File: config.mk
export PLATFORM = sky130hd
export DESIGN_NAME = beta_muldiv_unit_flat
export DESIGN_NICKNAME = d
export VERILOG_FILES = /design/src/rtl/beta_muldiv_unit_if.sv /design/src/rtl/beta_muldiv_unit.sv /design/src/flat_wrapper.sv
export SDC_FILE = /design/constraint.sdc
export NUM_CORES = 1
export LEC_CHECK = 0
export ABC_AREA = 1
export CORE_AREA = 3 3 198 200
export CTS_CLUSTER_DIAMETER = 100
export CTS_CLUSTER_SIZE = 24
export DETAILED_ROUTE_END_ITERATION = 8
export DIE_AREA = 0 0 201 203
export PLACE_DENSITY = 0.53
export SLEW_MARGIN = 20
export SYNTH_ARGS = -nofsm -noshare
export SYNTH_HDL_FRONTEND = slang
export SYNTH_SLANG_ARGS = --single-unit
File: constraint.sdc
create_clock -name clk -period 3.9 [get_ports clk]
set_clock_uncertainty 0.05 [all_clocks]
set_input_delay 0.78 -clock clk [delete_from_list [all_inputs] [get_ports clk]]
set_output_delay 0.78 -clock clk [all_outputs]
set_load 0.02 [all_outputs]
File: src/rtl/beta_muldiv_unit_if.sv
// Operand/handshake bundle between the Beta execute stage and the
// multicycle multiply/divide unit.
interface beta_muldiv_unit_if #(
    parameter int DATA_WIDTH = 32,
    parameter int OP_WIDTH   = 4
);
    logic                  start;
    logic [OP_WIDTH-1:0]   alu_op;
    logic [DATA_WIDTH-1:0] data_x;
    logic [DATA_WIDTH-1:0] data_y;
    logic                  busy;
    logic                  done;
    logic [DATA_WIDTH-1:0] md_out;
    logic                  div_zero;

    modport master (
        output start, alu_op, data_x, data_y,
        input  busy, done, md_out, div_zero
    );

    modport slave (
        input  start, alu_op, data_x, data_y,
        output busy, done, md_out, div_zero
    );
endinterface

File: src/rtl/beta_muldiv_unit.sv
// Multicycle signed multiply (shift-add) / divide (restoring) unit.
// Optional feature macro: BETA_MD_ZERO_SKIP_EN -- zero operands bypass
// the 32-iteration loop and finish with the divide-by-zero latency.
//
// state | meaning
// IDLE  | waiting for START with MUTL or DIV
// MUL   | shift-add iterations, multiplier LSB first
// DIV   | restoring iterations on magnitudes, quotient MSB first
// FIN   | one-cycle DONE; result registers were written on entry
module beta_muldiv_unit #(
    parameter int DATA_WIDTH = 32,
    parameter int OP_WIDTH   = 4
) (
    input logic                clk,
    input logic                rst_n,
    beta_muldiv_unit_if.slave  bus
);
    localparam int CNT_W = $clog2(DATA_WIDTH);
    localparam logic [OP_WIDTH-1:0] OP_MUTL = OP_WIDTH'(4'b0010);
    localparam logic [OP_WIDTH-1:0] OP_DIV  = OP_WIDTH'(4'b0011);
    localparam logic [CNT_W-1:0]    CNT_LAST = CNT_W'(DATA_WIDTH - 1);

    typedef enum logic [1:0] {IDLE, MUL, DIV, FIN} state_t;

    state_t                state, state_nx;
    logic [DATA_WIDTH-1:0] opa, opa_nx;     // multiplicand / dividend -> quotient
    logic [DATA_WIDTH-1:0] opb, opb_nx;     // multiplier / divisor magnitude
    logic [DATA_WIDTH-1:0] acc, acc_nx;     // partial product / remainder
    logic [CNT_W-1:0]      cnt, cnt_nx;
    logic                  neg, neg_nx;
    logic                  dz, dz_nx;
    logic                  skip, skip_nx;
    logic                  busy_r, busy_nx;
    logic                  done_r, done_nx;
    logic [DATA_WIDTH-1:0] md_r, md_nx;
    logic                  dzo_r, dzo_nx;

    logic                  is_mul, is_div, skip_accept;
    logic [DATA_WIDTH-1:0] prod, quot;
    logic [DATA_WIDTH:0]   shifted;
    logic                  ge;

    assign is_mul = (bus.alu_op == OP_MUTL);
    assign is_div = (bus.alu_op == OP_DIV);

`ifdef BETA_MD_ZERO_SKIP_EN
    assign skip_accept = is_mul ? ((bus.data_x == '0) || (bus.data_y == '0))
                                : ((bus.data_x == '0) && (bus.data_y != '0));
`else
    assign skip_accept = 1'b0;
`endif

    // One datapath step of each algorithm, evaluated from the current registers
    assign prod    = acc + (opb[0] ? opa : '0);
    assign shifted = {acc, opa[DATA_WIDTH-1]};
    assign ge      = (shifted >= {1'b0, opb});
    assign quot    = {opa[DATA_WIDTH-2:0], ge};

    // Next-state and datapath update; every target defaults to hold
    always_comb begin
        state_nx = state;
        opa_nx   = opa;
        opb_nx   = opb;
        acc_nx   = acc;
        cnt_nx   = cnt;
        neg_nx   = neg;
        dz_nx    = dz;
        skip_nx  = skip;
        md_nx    = md_r;
        dzo_nx   = dzo_r;
        case (state)
            IDLE: begin
                if (bus.start && (is_mul || is_div)) begin
                    cnt_nx  = '0;
                    acc_nx  = '0;
                    skip_nx = skip_accept;
                    dz_nx   = is_div && (bus.data_y == '0);
                    neg_nx  = bus.data_x[DATA_WIDTH-1] ^ bus.data_y[DATA_WIDTH-1];
                    if (is_mul) begin
                        opa_nx   = bus.data_x;
                        opb_nx   = bus.data_y;
                        state_nx = MUL;
                    end else begin
                        opa_nx   = bus.data_x[DATA_WIDTH-1] ? ('0 - bus.data_x) : bus.data_x;
                        opb_nx   = bus.data_y[DATA_WIDTH-1] ? ('0 - bus.data_y) : bus.data_y;
                        state_nx = DIV;
                    end
                end
            end
            MUL: begin
                if (skip) begin
                    md_nx    = '0;
                    dzo_nx   = 1'b0;
                    state_nx = FIN;
                end else begin
                    acc_nx = prod;
                    opa_nx = {opa[DATA_WIDTH-2:0], 1'b0};
                    opb_nx = {1'b0, opb[DATA_WIDTH-1:1]};
                    cnt_nx = cnt + CNT_W'(1);
                    if (cnt == CNT_LAST) begin
                        md_nx    = prod;
                        dzo_nx   = 1'b0;
                        state_nx = FIN;
                    end
                end
            end
            DIV: begin
                if (dz) begin
                    md_nx    = '1;
                    dzo_nx   = 1'b1;
                    state_nx = FIN;
                end else if (skip) begin
                    md_nx    = '0;
                    dzo_nx   = 1'b0;
                    state_nx = FIN;
                end else begin
                    // Remainder stays below the divisor, so W-bit wraparound is exact
                    acc_nx = ge ? (shifted[DATA_WIDTH-1:0] - opb) : shifted[DATA_WIDTH-1:0];
                    opa_nx = quot;
                    cnt_nx = cnt + CNT_W'(1);
                    if (cnt == CNT_LAST) begin
                        md_nx    = neg ? ('0 - quot) : quot;
                        dzo_nx   = 1'b0;
                        state_nx = FIN;
                    end
                end
            end
            FIN: state_nx = IDLE;
            default: state_nx = IDLE;
        endcase
        busy_nx = (state_nx == MUL) || (state_nx == DIV);
        done_nx = (state_nx == FIN);
    end

    // State register
    always_ff @(posedge clk) begin
        if (!rst_n) state <= IDLE;
        else        state <= state_nx;
    end

    // Datapath and registered outputs
    always_ff @(posedge clk) begin
        if (!rst_n) begin
            opa    <= '0;
            opb    <= '0;
            acc    <= '0;
            cnt    <= '0;
            neg    <= 1'b0;
            dz     <= 1'b0;
            skip   <= 1'b0;
            busy_r <= 1'b0;
            done_r <= 1'b0;
            md_r   <= '0;
            dzo_r  <= 1'b0;
        end else begin
            opa    <= opa_nx;
            opb    <= opb_nx;
            acc    <= acc_nx;
            cnt    <= cnt_nx;
            neg    <= neg_nx;
            dz     <= dz_nx;
            skip   <= skip_nx;
            busy_r <= busy_nx;
            done_r <= done_nx;
            md_r   <= md_nx;
            dzo_r  <= dzo_nx;
        end
    end

    assign bus.busy     = busy_r;
    assign bus.done     = done_r;
    assign bus.md_out   = md_r;
    assign bus.div_zero = dzo_r;
endmodule

File: src/flat_wrapper.sv
// flat-port wrapper written by rule: the top's interface ports become plain ports
module beta_muldiv_unit_flat 
#(
    parameter int DATA_WIDTH = 32,
    parameter int OP_WIDTH   = 4
)
  (clk, rst_n, bus_start, bus_alu_op, bus_data_x, bus_data_y, bus_busy, bus_done, bus_md_out, bus_div_zero);
  beta_muldiv_unit_if #(.DATA_WIDTH(DATA_WIDTH), .OP_WIDTH(OP_WIDTH)) bus_i ();
  input logic clk;
  input logic rst_n;
  input wire logic [$bits(bus_i.start)-1:0] bus_start;
  input wire logic [$bits(bus_i.alu_op)-1:0] bus_alu_op;
  input wire logic [$bits(bus_i.data_x)-1:0] bus_data_x;
  input wire logic [$bits(bus_i.data_y)-1:0] bus_data_y;
  output wire logic [$bits(bus_i.busy)-1:0] bus_busy;
  output wire logic [$bits(bus_i.done)-1:0] bus_done;
  output wire logic [$bits(bus_i.md_out)-1:0] bus_md_out;
  output wire logic [$bits(bus_i.div_zero)-1:0] bus_div_zero;
  assign bus_i.start = bus_start;
  assign bus_i.alu_op = bus_alu_op;
  assign bus_i.data_x = bus_data_x;
  assign bus_i.data_y = bus_data_y;
  assign bus_busy = bus_i.busy;
  assign bus_done = bus_i.done;
  assign bus_md_out = bus_i.md_out;
  assign bus_div_zero = bus_i.div_zero;
  beta_muldiv_unit #(.DATA_WIDTH(DATA_WIDTH), .OP_WIDTH(OP_WIDTH)) u_core (.clk(clk), .rst_n(rst_n), .bus(bus_i));
endmodule
# After elaboration in Yosys (flattened, before gate mapping)
# Index checks and enable logic that the tools add are counted.
# W data, S select, Z words.
word_totals:
  in_bits: 71
  word_cells: 75
  reg_bits: 140
op_classes:
  muxes: 30
  add_sub_neg: 6
  n_eq_ne: 13
  reduce_logical: 13
  bitwise_logic: 1
  magnitude_cmp: 1
ops:
  columns: ["operator", "n"]
  rows:
  - ["$mux W32", 15]
  - ["$pmux W32 S3", 2]
  - ["$pmux W32 S2", 2]
  - ["$sub A1 B32 Y32 const A", 3]
  - ["$ge A33 B32 Y1", 1]
  - ["$add A32 B32 Y32", 1]
  - ["$logic_not A32 Y1", 1]
  - ["$sub A32 B32 Y32", 1]
  - ["$pmux W5 S3", 1]
  - ["$mux W5", 2]
  - ["$eq A2 B2 Y1 const B", 4]
  - ["$eq A4 B2 Y1 const B", 2]
  - ["$mux W2", 4]
  - ["$pmux W2 S4", 1]
  - ["$reduce_and A3 Y1", 2]
  - ["$add A5 B1 Y5 const B", 1]
  - ["$eq A5 B5 Y1 const B", 1]
  - ["$eq A2 B1 Y1 const B", 2]
  - ["$ne A2 B1 Y1 const B", 2]
  - ["$reduce_and A2 Y1", 2]
  - ["$reduce_bool A2 Y1", 2]
  - ["$ne A3 B1 Y1 const B", 1]
  - ["$reduce_bool A3 Y1", 1]
  - ["$logic_and A1 B1 Y1", 2]
  - ["6 further kinds", 8]

# Logic depth before layout (Yosys ltp)
# Gate-level depths: netlist of the first run.
logic_depth:
  depth_word: 7
  depth_mapped: 28
  mapped_depth_nobuf: 28

# Worst setup path after synthesis of the first run
# OpenSTA, ideal clock, no wires.
synth_timing:
  path_type: "flip-flop to flip-flop"
  startpoint: "reg u_core.opb[23]"
  endpoint: "reg u_core.md_r[20] (netlist: u_core.bus.md_out[20])"
  path_stages_with_launch: 27
  slack_ns: 0.696
  path_buffers: 0
  t_arrival_ns: 3.021
  setup_ns: 0.132
  period_less_slack_ns: 3.204
  t_required_ns: 3.718
  cell_sequence: "dfxtp_1 > inv_1 > ha_1 > nand2_1 > inv_1 > a21oi_2 > nand2_1 > nand2_1 > nand2_1 > nor2_2 > nand2_4 > inv_2 > ha_1 > inv_1 > nor3_4 > nand2_1 > nor2_1 > nand2_1 > nor2_2 > nand2_1 > nor2_2 > inv_1 > o21ai_2 > or2_2 > nand3_1 > nand3_1 > a21oi_1"
synth_via:
  elab_chain_cells: 6
synth_rtl:
  columns: ["element", "line", "source"]
  rows:
  - ["from (decl)", "beta_muldiv_unit.sv:27", "logic [DATA_WIDTH-1:0] opb, opb_nx;"]
  - ["from (signal assigned)", "beta_muldiv_unit.sv:157", "opb <= opb_nx;"]
  - ["$ge A33 B32 Y1", "beta_muldiv_unit.sv:56", "assign ge = (shifted >= {1'b0, opb});"]
  - ["$sub A1 B32 Y32", "beta_muldiv_unit.sv:122", "md_nx = neg ? ('0 - quot) : quot;"]
  - ["$mux W32", "beta_muldiv_unit.sv:122", null]
  - ["$mux W32", "beta_muldiv_unit.sv:121", "if (cnt == CNT_LAST) begin"]
  - ["$mux W32", "beta_muldiv_unit.sv:108", "if (dz) begin"]
  - ["$pmux W32 S2", "beta_muldiv_unit.sv:71", "case (state)"]
  - ["to (signal assigned)", "beta_muldiv_unit.sv:165", "md_r <= md_nx;"]
  - ["to (decl)", "beta_muldiv_unit.sv:35", "logic [DATA_WIDTH-1:0] md_r, md_nx;"]
# No other way between the ends. The select of a mux whose other input is x is not followed.
# A chain may end at the register's enable or synchronous reset.

# Final worst setup path of the first run
layout_timing:
  startpoint: "in bus_data_y[0]"
  endpoint: "reg u_core.opb[28]"
layout_via:
  elab_chain_cells: 5
layout_rtl:
  columns: ["element", "line", "source"]
  rows:
  - ["from (decl)", "flat_wrapper.sv:14", "input wire logic [$bits(bus_i.data_y)-1:0] bus_data_y;"]
  - ["$sub A1 B32 Y32", "beta_muldiv_unit.sv:85", "opb_nx = bus.data_y[DATA_WIDTH-1] ? ('0 - bus.data_y) : bus.data_y;"]
  - ["$mux W32", "beta_muldiv_unit.sv:85", null]
  - ["$mux W32", "beta_muldiv_unit.sv:79", "if (is_mul) begin"]
  - ["$mux W32", "beta_muldiv_unit.sv:73", "if (bus.start && (is_mul || is_div)) begin"]
  - ["$pmux W32 S2", "beta_muldiv_unit.sv:71", null]
# No other way between the ends. The select of a mux whose other input is x is not followed.

==> out/metrics.yaml, run 1 <==
grt_first_pass_wirelength_um: 86100
synth_top_area_cell: "dfxtp_1"
fin_ws_ns: 0.206
die_width_um: 201
status: "completed"
timing.slew.headroom: 0.400
drt-wirelength-per-cell_um: 19.8
p_leak_uw: 0.00696
area_of_the_mapped_netlist_um2: 13200
clock_transition_at_the_registers_of_the_reported_paths_ns: 0.07
comb_power_share: 0.461
diodes: 0
cts.root.buffer_cell: "clkbuf_16"
buffer_ports.inserted: 105
clock.fmax_ghz: 0.271
critPathTopFamily: "simple AND/OR/NAND/NOR gates"
replace_congestion: 0.955
max-cap-violations: 0
share_of_the_clock_period_used_by_the_worst_path: 0.947
ir_worst_vdd_mv: 0.527
cp_common_cell: "nand2_1"
detailed_place_hpwl_um: 46000
post_synth_inst_count: 2236
holdCritPathClass: "reg -> reg"
synth-edff-count: 0
drive_gt1_frac: 0.0679
final_period_minus_worst_setup_slack_ns: 3.69
quantity_of_hold_fixing_buffers_added_after_cts: 0
worst_ep_required_time_ns: 4.19
net_switching_uw: 3000
nFillCells: 4172
longest_individual_stage_delay_on_the_worst_path_ns: 0.52
cts-htree-levels: 4
setup.worst_path.end_class: "register"
preCtsSetupSlack_ns: -0.0242
multiInputGateArea_um2: 9050
max_slew.worst_pin.slew_ns: 0.899
worst-path-max-fanout: 3
worst-setup-path-type: "in -> reg"
synthTopCellsByArea: "dfxtp_1 (21%), nand2_1 (17%), a21oi_1 (8.9%), inv_1 (7.6%), ha_1 (7.1%)"
report.final.hold_viol_count: 0
worstSkewPairLatency_ns: 0.45
grt_use_total: 0.272
detailedRoute.firstPassIterationCount: 5
grt_antenna_before_repair: 0
vias: 15100
tritoncts: "yes"
part_of_the_total_power_dissipated_in_the_clock_network: 0.277
seqPwrFrac: 0.263
hold_path.startpoint: "u_core.bus.md_out[27]"
cts_max_path_buffers: 2
std_cell_rows: 71
r2r-start: "u_core.acc[23]"
final_core_utilization: 0.417
drt-initial-drc-count: 1025
area_growth_pct: 19.0
path_cells: "clkdlybuf4s50_1 > inv_1 > ha_1 > inv_1 > nor3_2 > nand2_1 > nor3_2 > nand2_1 > nor2_2 > nand3_2 > o21ai_1 > o21ai_1 > xor2_1 > nand2_1 > nand2_1 > a21oi_1"
dominantRegCellSynth: "dfxtp_1"
pwr_density_cell_nw_per_um2: 412
timing.critical_path.slowest_stage_cell: "xor2_1"
nNetsFinal: 2477
timing.critical_path.from: "bus_data_y[0]"
netSwitchingFraction: 0.465
path_buf_inv: 3
synth-seq-area-share: 0.213
die_h_um: 203
yosys_register_bits: 140
syn-mean-instance-area_um2: 5.88
start_util: 0.350
route.final.wire_length_um: 56500
internal_power_uw: 3450
routed_via_density: 5.30
crit_arrival_ns: 3.98
grt_pass1_vias: 14600
grt_start_max_net_pins: 63
grt_overflow_total: 0
drv_slew: 0
yosysTopAreaCellShare: 0.213
ys.warnings.count: 0
drc: 0
report.final.setup_viol: 0
clock-sinks: 140
drt.antenna.violating_nets: 0
ios: 106
die_area_um2: 40800
core_footprint_um2: 37600
asyncSetResetFlopFracSynth: 0
cts_buffers: 17
synth_cell_type_count: 59
mappedNetlistNets: 2384
regArea_um2: 2800
start_kind: "input pin"
## layer usage
metal / routed length [µm] / global-route usage / vias up
met4: 1460 / 0.0831 / 0
met3: 3210 / 0.0447 / 62
met5: 0 / 0 / -
met2: 24800 / 0.427 / 394
met1: 27100 / 0.384 / 7027
li1: - / - / 7638
## Yosys cell counts (all sizes together) (2+ instances only)
| library cell | count |
|---|---|
| nor2 | 219 |
| a21boi | 3 |
| a31oi | 33 |
| inv | 271 |
| o211a | 2 |
| o221ai | 20 |
| nand4 | 21 |
| fa | 2 |
| nor4 | 9 |
| a32o | 2 |
| o31ai | 5 |
| a21o | 6 |
| or2 | 15 |
| o21a | 4 |
| ha | 75 |
| o211ai | 18 |
| xnor2 | 25 |
| a211oi | 2 |
| nor3b | 2 |
| nor3 | 34 |
| o21bai | 10 |
| o21ai | 189 |
| dfxtp | 140 |
| nand3 | 169 |
| clkbuf | 71 |
| o22ai | 5 |
| buf | 16 |
| xor2 | 22 |
| a21oi | 235 |
| o41ai | 2 |
| nand2 | 597 |
## logic make-up (layout without fill, tap and decap cells)
kind of cell,after synthesis,after routing,share of synthesized area
and+or+nand+nor,1072,1072,0.347
AOI/OAI and AO/OA,541,541,0.230
buffers and inverters,359,465,0.104
DFF,140,140,0.213
adders and majority gates,77,77,0.0744
xor gates and xnor gates,47,47,0.0313
## state kept, by name, indices dropped and copies added, names as in the netlist
name / cells
u_core.bus.done: 1
u_core.state: 2
u_core.bus.div_zero: 1
u_core.neg: 1
u_core.opb: 32
u_core.bus.busy: 1
u_core.bus.md_out: 32
u_core.dz: 1
u_core.cnt: 5
u_core.acc: 32
u_core.opa: 32
## worst min-delay path, cell delays in order (launching register included)
cell     delay, ns
dfxtp_1       0.31
nand2_1       0.06
a21oi_1       0.05
## metrics by stage
step	TNS, ns	total power, µW	hold WS, ns	area, µm²	cells
floorplan	0	3560	0.395	13200	2236
global placement	-0.0602	4650	0.404	15000	2821
detailed placement	-0.0242	4630	0.406	15000	2821
CTS	0	6430	0.420	15600	2853
global route	-0.0000617	6880	0.433	15700	2853
finish	0	6450	0.418	15700	2853
## path summary, 6_finish.rpt
path	end	slack [ns]	depth (start not counted)
max	u_core.opb[28]	0.21	16
min	u_core.bus.md_out[27]	0.42	2
max reg2reg	u_core.bus.md_out[20]	0.32	25
min reg2reg	u_core.bus.md_out[27]	0.42	2
## final cells by class
cell class                 instances  share of cell area
inverter                         272              0.0653
multi-input combinational       1737               0.578
clock inverter                    15              0.0123
tap                              511              0.0409
clock buffer                      17              0.0272
timing repair buffer             161              0.0972
sequential                       140               0.179
## power groups by stage
| stage | logic [µW] | clock network (µW) | registers, µW |
|---|---|---|---|
| 6_report | 2970 | 1780 | 1690 |
| 5_1_grt | 3300 | 1870 | 1710 |
| 4_1_cts | 2920 | 1830 | 1690 |
| 3_5_place_dp | 2910 | 0 | 1720 |
| 3_3_place_gp | 2930 | 0 | 1720 |
| 2_1_floorplan | 1850 | 0 | 1710 |
## cells in the final DEF, fill, tap and decap left out, types with 3 or more instances in the layout
cell             count
nand3_2              3
a21oi_2              3
inv_2                4
buf_12               4
a21oi_1            232
inv_8                5
o31ai_1              5
inv_1              266
o22ai_1              5
nor3_1              25
nor4_1               8
nor2_4               5
xor2_1              22
nor2_2              11
nor2_1             203
nor3_2               7
xnor2_1             25
clkdlybuf4s50_1    105
nand2_2             10
o221ai_1            20
or2_0                3
a31oi_1             32
o21ai_1             12
dfxtp_1            139
or2_2               11
o21ai_2              7
inv_6                5
a21boi_0             3
buf_4               52
nand4_1             21
a21o_1               6
o21a_1               4
o21bai_1            10
nand2_1            586
o211ai_1            18
ha_1                73
clkbuf_16           17
o21ai_0            170
nand3_1            166
## timing repair
action / 4_1_cts / 5_1_grt
setup buffers: 0 / 0
resized for setup: 0 / 13
endpoints found under the setup margin: 0 / 6
No activity file was read; power rests on OpenSTA's default activity.
==> run 2, diff against run 1 <==
--- a/config.mk
+++ b/config.mk
@@ -6,11 +6,12 @@
 export NUM_CORES = 1
 export LEC_CHECK = 0
 export ABC_AREA = 1
-export CORE_AREA = 3 3 198 200
+export CAP_MARGIN = 25
+export CORE_AREA = 5 5 200 202
 export CTS_CLUSTER_DIAMETER = 100
 export CTS_CLUSTER_SIZE = 24
 export DETAILED_ROUTE_END_ITERATION = 8
-export DIE_AREA = 0 0 201 203
+export DIE_AREA = 0 0 205 207
 export PLACE_DENSITY = 0.53
 export SLEW_MARGIN = 20
 export SYNTH_ARGS = -nofsm -noshare
==> run 2 against run 1 <==
Compared with the run above: critical path depth increased by 9; worst setup slack better by 0.13 ns; clock power down 9.6%; critical path type is now reg -> reg; global-route usage fell by 3.0 points; worst hold slack worse by 0.0040 ns; die area increased by 4.0%; register-to-register slack better by 0.02 ns; clock-buffer cell count is the same.
==> out/metrics.yaml, run 2 (synthesis results as in run 1) <==
clock-sinks: 140  # unchanged
hold-path-cell-count: 2  # unchanged
start_kind: "register"
max_slew.worst_pin.slew_ns: 0.791  # -0.108 ns
diodes: 0  # unchanged
routed_via_density: 5.30  # about the same
drive_gt1_frac: 0.0648  # -0.00314
ios: 106  # unchanged
drt-initial-drc-count: 1103  # +7.6%
drc: 0  # unchanged
pwr_density_cell_nw_per_um2: 398  # -3.3%
nFillCells: 4163  # -0.22%
net_switching_uw: 2880  # -4.0%
worst-setup-path-type: "reg -> reg"
drt-wirelength-per-cell_um: 18.3  # -7.5%
buffer_ports.inserted: 105  # unchanged
status: "completed"
setup.reg_to_reg.worst_slack_ns: 0.34  # +0.02 ns
worst-path-max-fanout: 5  # +2
most-common-layout-cells: "nand2_1 (583), inv_1 (266), a21oi_1 (231)"
worst_ep_required_time_ns: 4.24  # +0.05 ns
post-route-cell-area_um2: 15500  # -0.83%
share_of_the_clock_period_used_by_the_worst_path: 0.913  # -0.0346
grt_use_total: 0.242  # -0.0303
route.final.wire_length_um: 52200  # -7.6%
placed_area_um2: 14900  # -0.63%
max-cap-violations: 0  # unchanged
holdCritPathClass: "reg -> reg"
worst_r2r_path_depth: 25  # unchanged
grt_first_pass_wirelength_um: 81400  # -5.4%
area_growth_pct: 18.0
cts_max_path_buffers: 2  # unchanged
die_area_um2: 42400  # +4.0%
crit_arrival_ns: 3.90  # -0.08 ns
grt_pass1_vias: 14400  # -1.4%
internal_power_uw: 3300  # -4.1%
timing.slew.headroom: 0.472  # +0.0721
quantity_of_hold_fixing_buffers_added_after_cts: 0  # unchanged
grt_start_max_net_pins: 63  # unchanged
dp_cells: 2816  # -0.18%
cts.root.buffer_cell: "clkbuf_16"
tritoncts: "yes"
clock.fmax_ghz: 0.281  # +3.8%
replace_congestion: 0.993  # +4.0%
ir_worst_vdd_mv: 0.322  # -39%
worstSkewPairLatency_ns: 0.46  # about the same
detailedRoute.firstPassIterationCount: 5  # unchanged
setup.worst_path.end_class: "register"
grt_overflow_total: 0  # unchanged
netSwitchingFraction: 0.466  # about the same
comb_power_share: 0.467  # +0.006
die_width_um: 205  # +2.0%
detailed_place_hpwl_um: 42000  # -8.8%
final_period_minus_worst_setup_slack_ns: 3.56  # -0.135 ns
part_of_the_total_power_dissipated_in_the_clock_network: 0.260  # -0.017
cts_buffers: 17  # unchanged
p_leak_uw: 0.00687  # -1.2%
grt_antenna_before_repair: 0  # unchanged
report.final.hold_viol_count: 0  # unchanged
drt.antenna.violating_nets: 0  # unchanged
core_footprint_um2: 38100  # +1.4%
hold_slack_ns: 0.414  # -0.00404 ns
cts-htree-levels: 4  # unchanged
std_cell_rows: 72  # +1.4%
mostFrequentLayoutCell: "nand2_1"
die_h_um: 207  # +2.0%
drv_slew: 0  # unchanged
nNetsFinal: 2467  # -0.40%
seqPwrFrac: 0.274  # +0.011
start_util: 0.345  # -0.00486
filler_free_cell_count_of_the_finished_design: 2850  # -0.11%
vias: 15100  # -0.086%
report.final.setup_viol: 0  # unchanged
clock_transition_at_the_registers_of_the_reported_paths_ns: 0.07  # about the same
run 2: worst paths after layout:
path | from | end
max | u_core.acc[25] | u_core.bus.md_out[20]
min | u_core.bus.md_out[17] | u_core.bus.md_out[17]
max reg2reg | u_core.acc[25] | u_core.bus.md_out[20]
min reg2reg | u_core.bus.md_out[17] | u_core.bus.md_out[17]
run 2: what timing repair did:
| item | CTS | global route |
|---|---|---|
| resized for setup | 0 | 16 |
| setup buffers | 0 | 2 |
| setup endpoints to repair | 0 | 5 |
| hold endpoints to repair | 0 | 0 |
run 2: per-stage QoR:
stage	setup WS, ns	total power (µW)	util	TNS [ns]
floorplan	0.696	3560	-	0
global placement	0.328	4530	0.391	0
detailed placement	0.237	4520	0.391	0
CTS	0.215	6130	0.405	0
global route	-0.00987	6620	0.407	-0.00987
finish	0.341	6180	0.407	0
run 2: power by group through the flow:
stage	logic [µW]	registers, µW	clock network, µW
after floorplan	1850	1710	0
after global placement	2810	1720	0
after detailed placement	2800	1720	0
after CTS	2810	1690	1640
after global routing	3210	1710	1700
final	2890	1690	1610
run 2: layout make-up:
class	count	area, µm²	area share
Sequential cell	140	2800	0.181
Tap cell	518	648	0.0418
Multi-Input combinational cell	1737	9060	0.584
Timing Repair Buffer	151	1430	0.0924
Clock inverter	15	129	0.00830
Clock buffer	17	425	0.0274
Inverter	272	1020	0.0659
run 2: layer usage:
layer / up-vias / wire length, µm / global-route usage
li1: 7622 / - / -
met1: 7031 / 24400 / 0.340
met2: 397 / 23800 / 0.385
met3: 58 / 2790 / 0.0371
met4: 0 / 1230 / 0.0691
met5: - / 0 / 0
run 2: critical path: stages (launching register included):
cell and delay, ns:
dfxtp_1 0.37, ha_1 0.39, nand2_1 0.13, nor2_1 0.40, nand2_1 0.09, nor2_1 0.14, nand2_1 0.07, nor2_1 0.17
nor2_4 0.06, nand2_4 0.07, inv_2 0.04, ha_2 0.18, inv_1 0.11, nor3_4 0.07, nand2_2 0.10, nor2_4 0.04
nand2_2 0.09, nor2_4 0.05, nand2_2 0.10, nor2_4 0.05, inv_1 0.08, o21ai_2 0.06, or2_2 0.28, nand3_1 0.07
nand3_1 0.07, a21oi_1 0.15
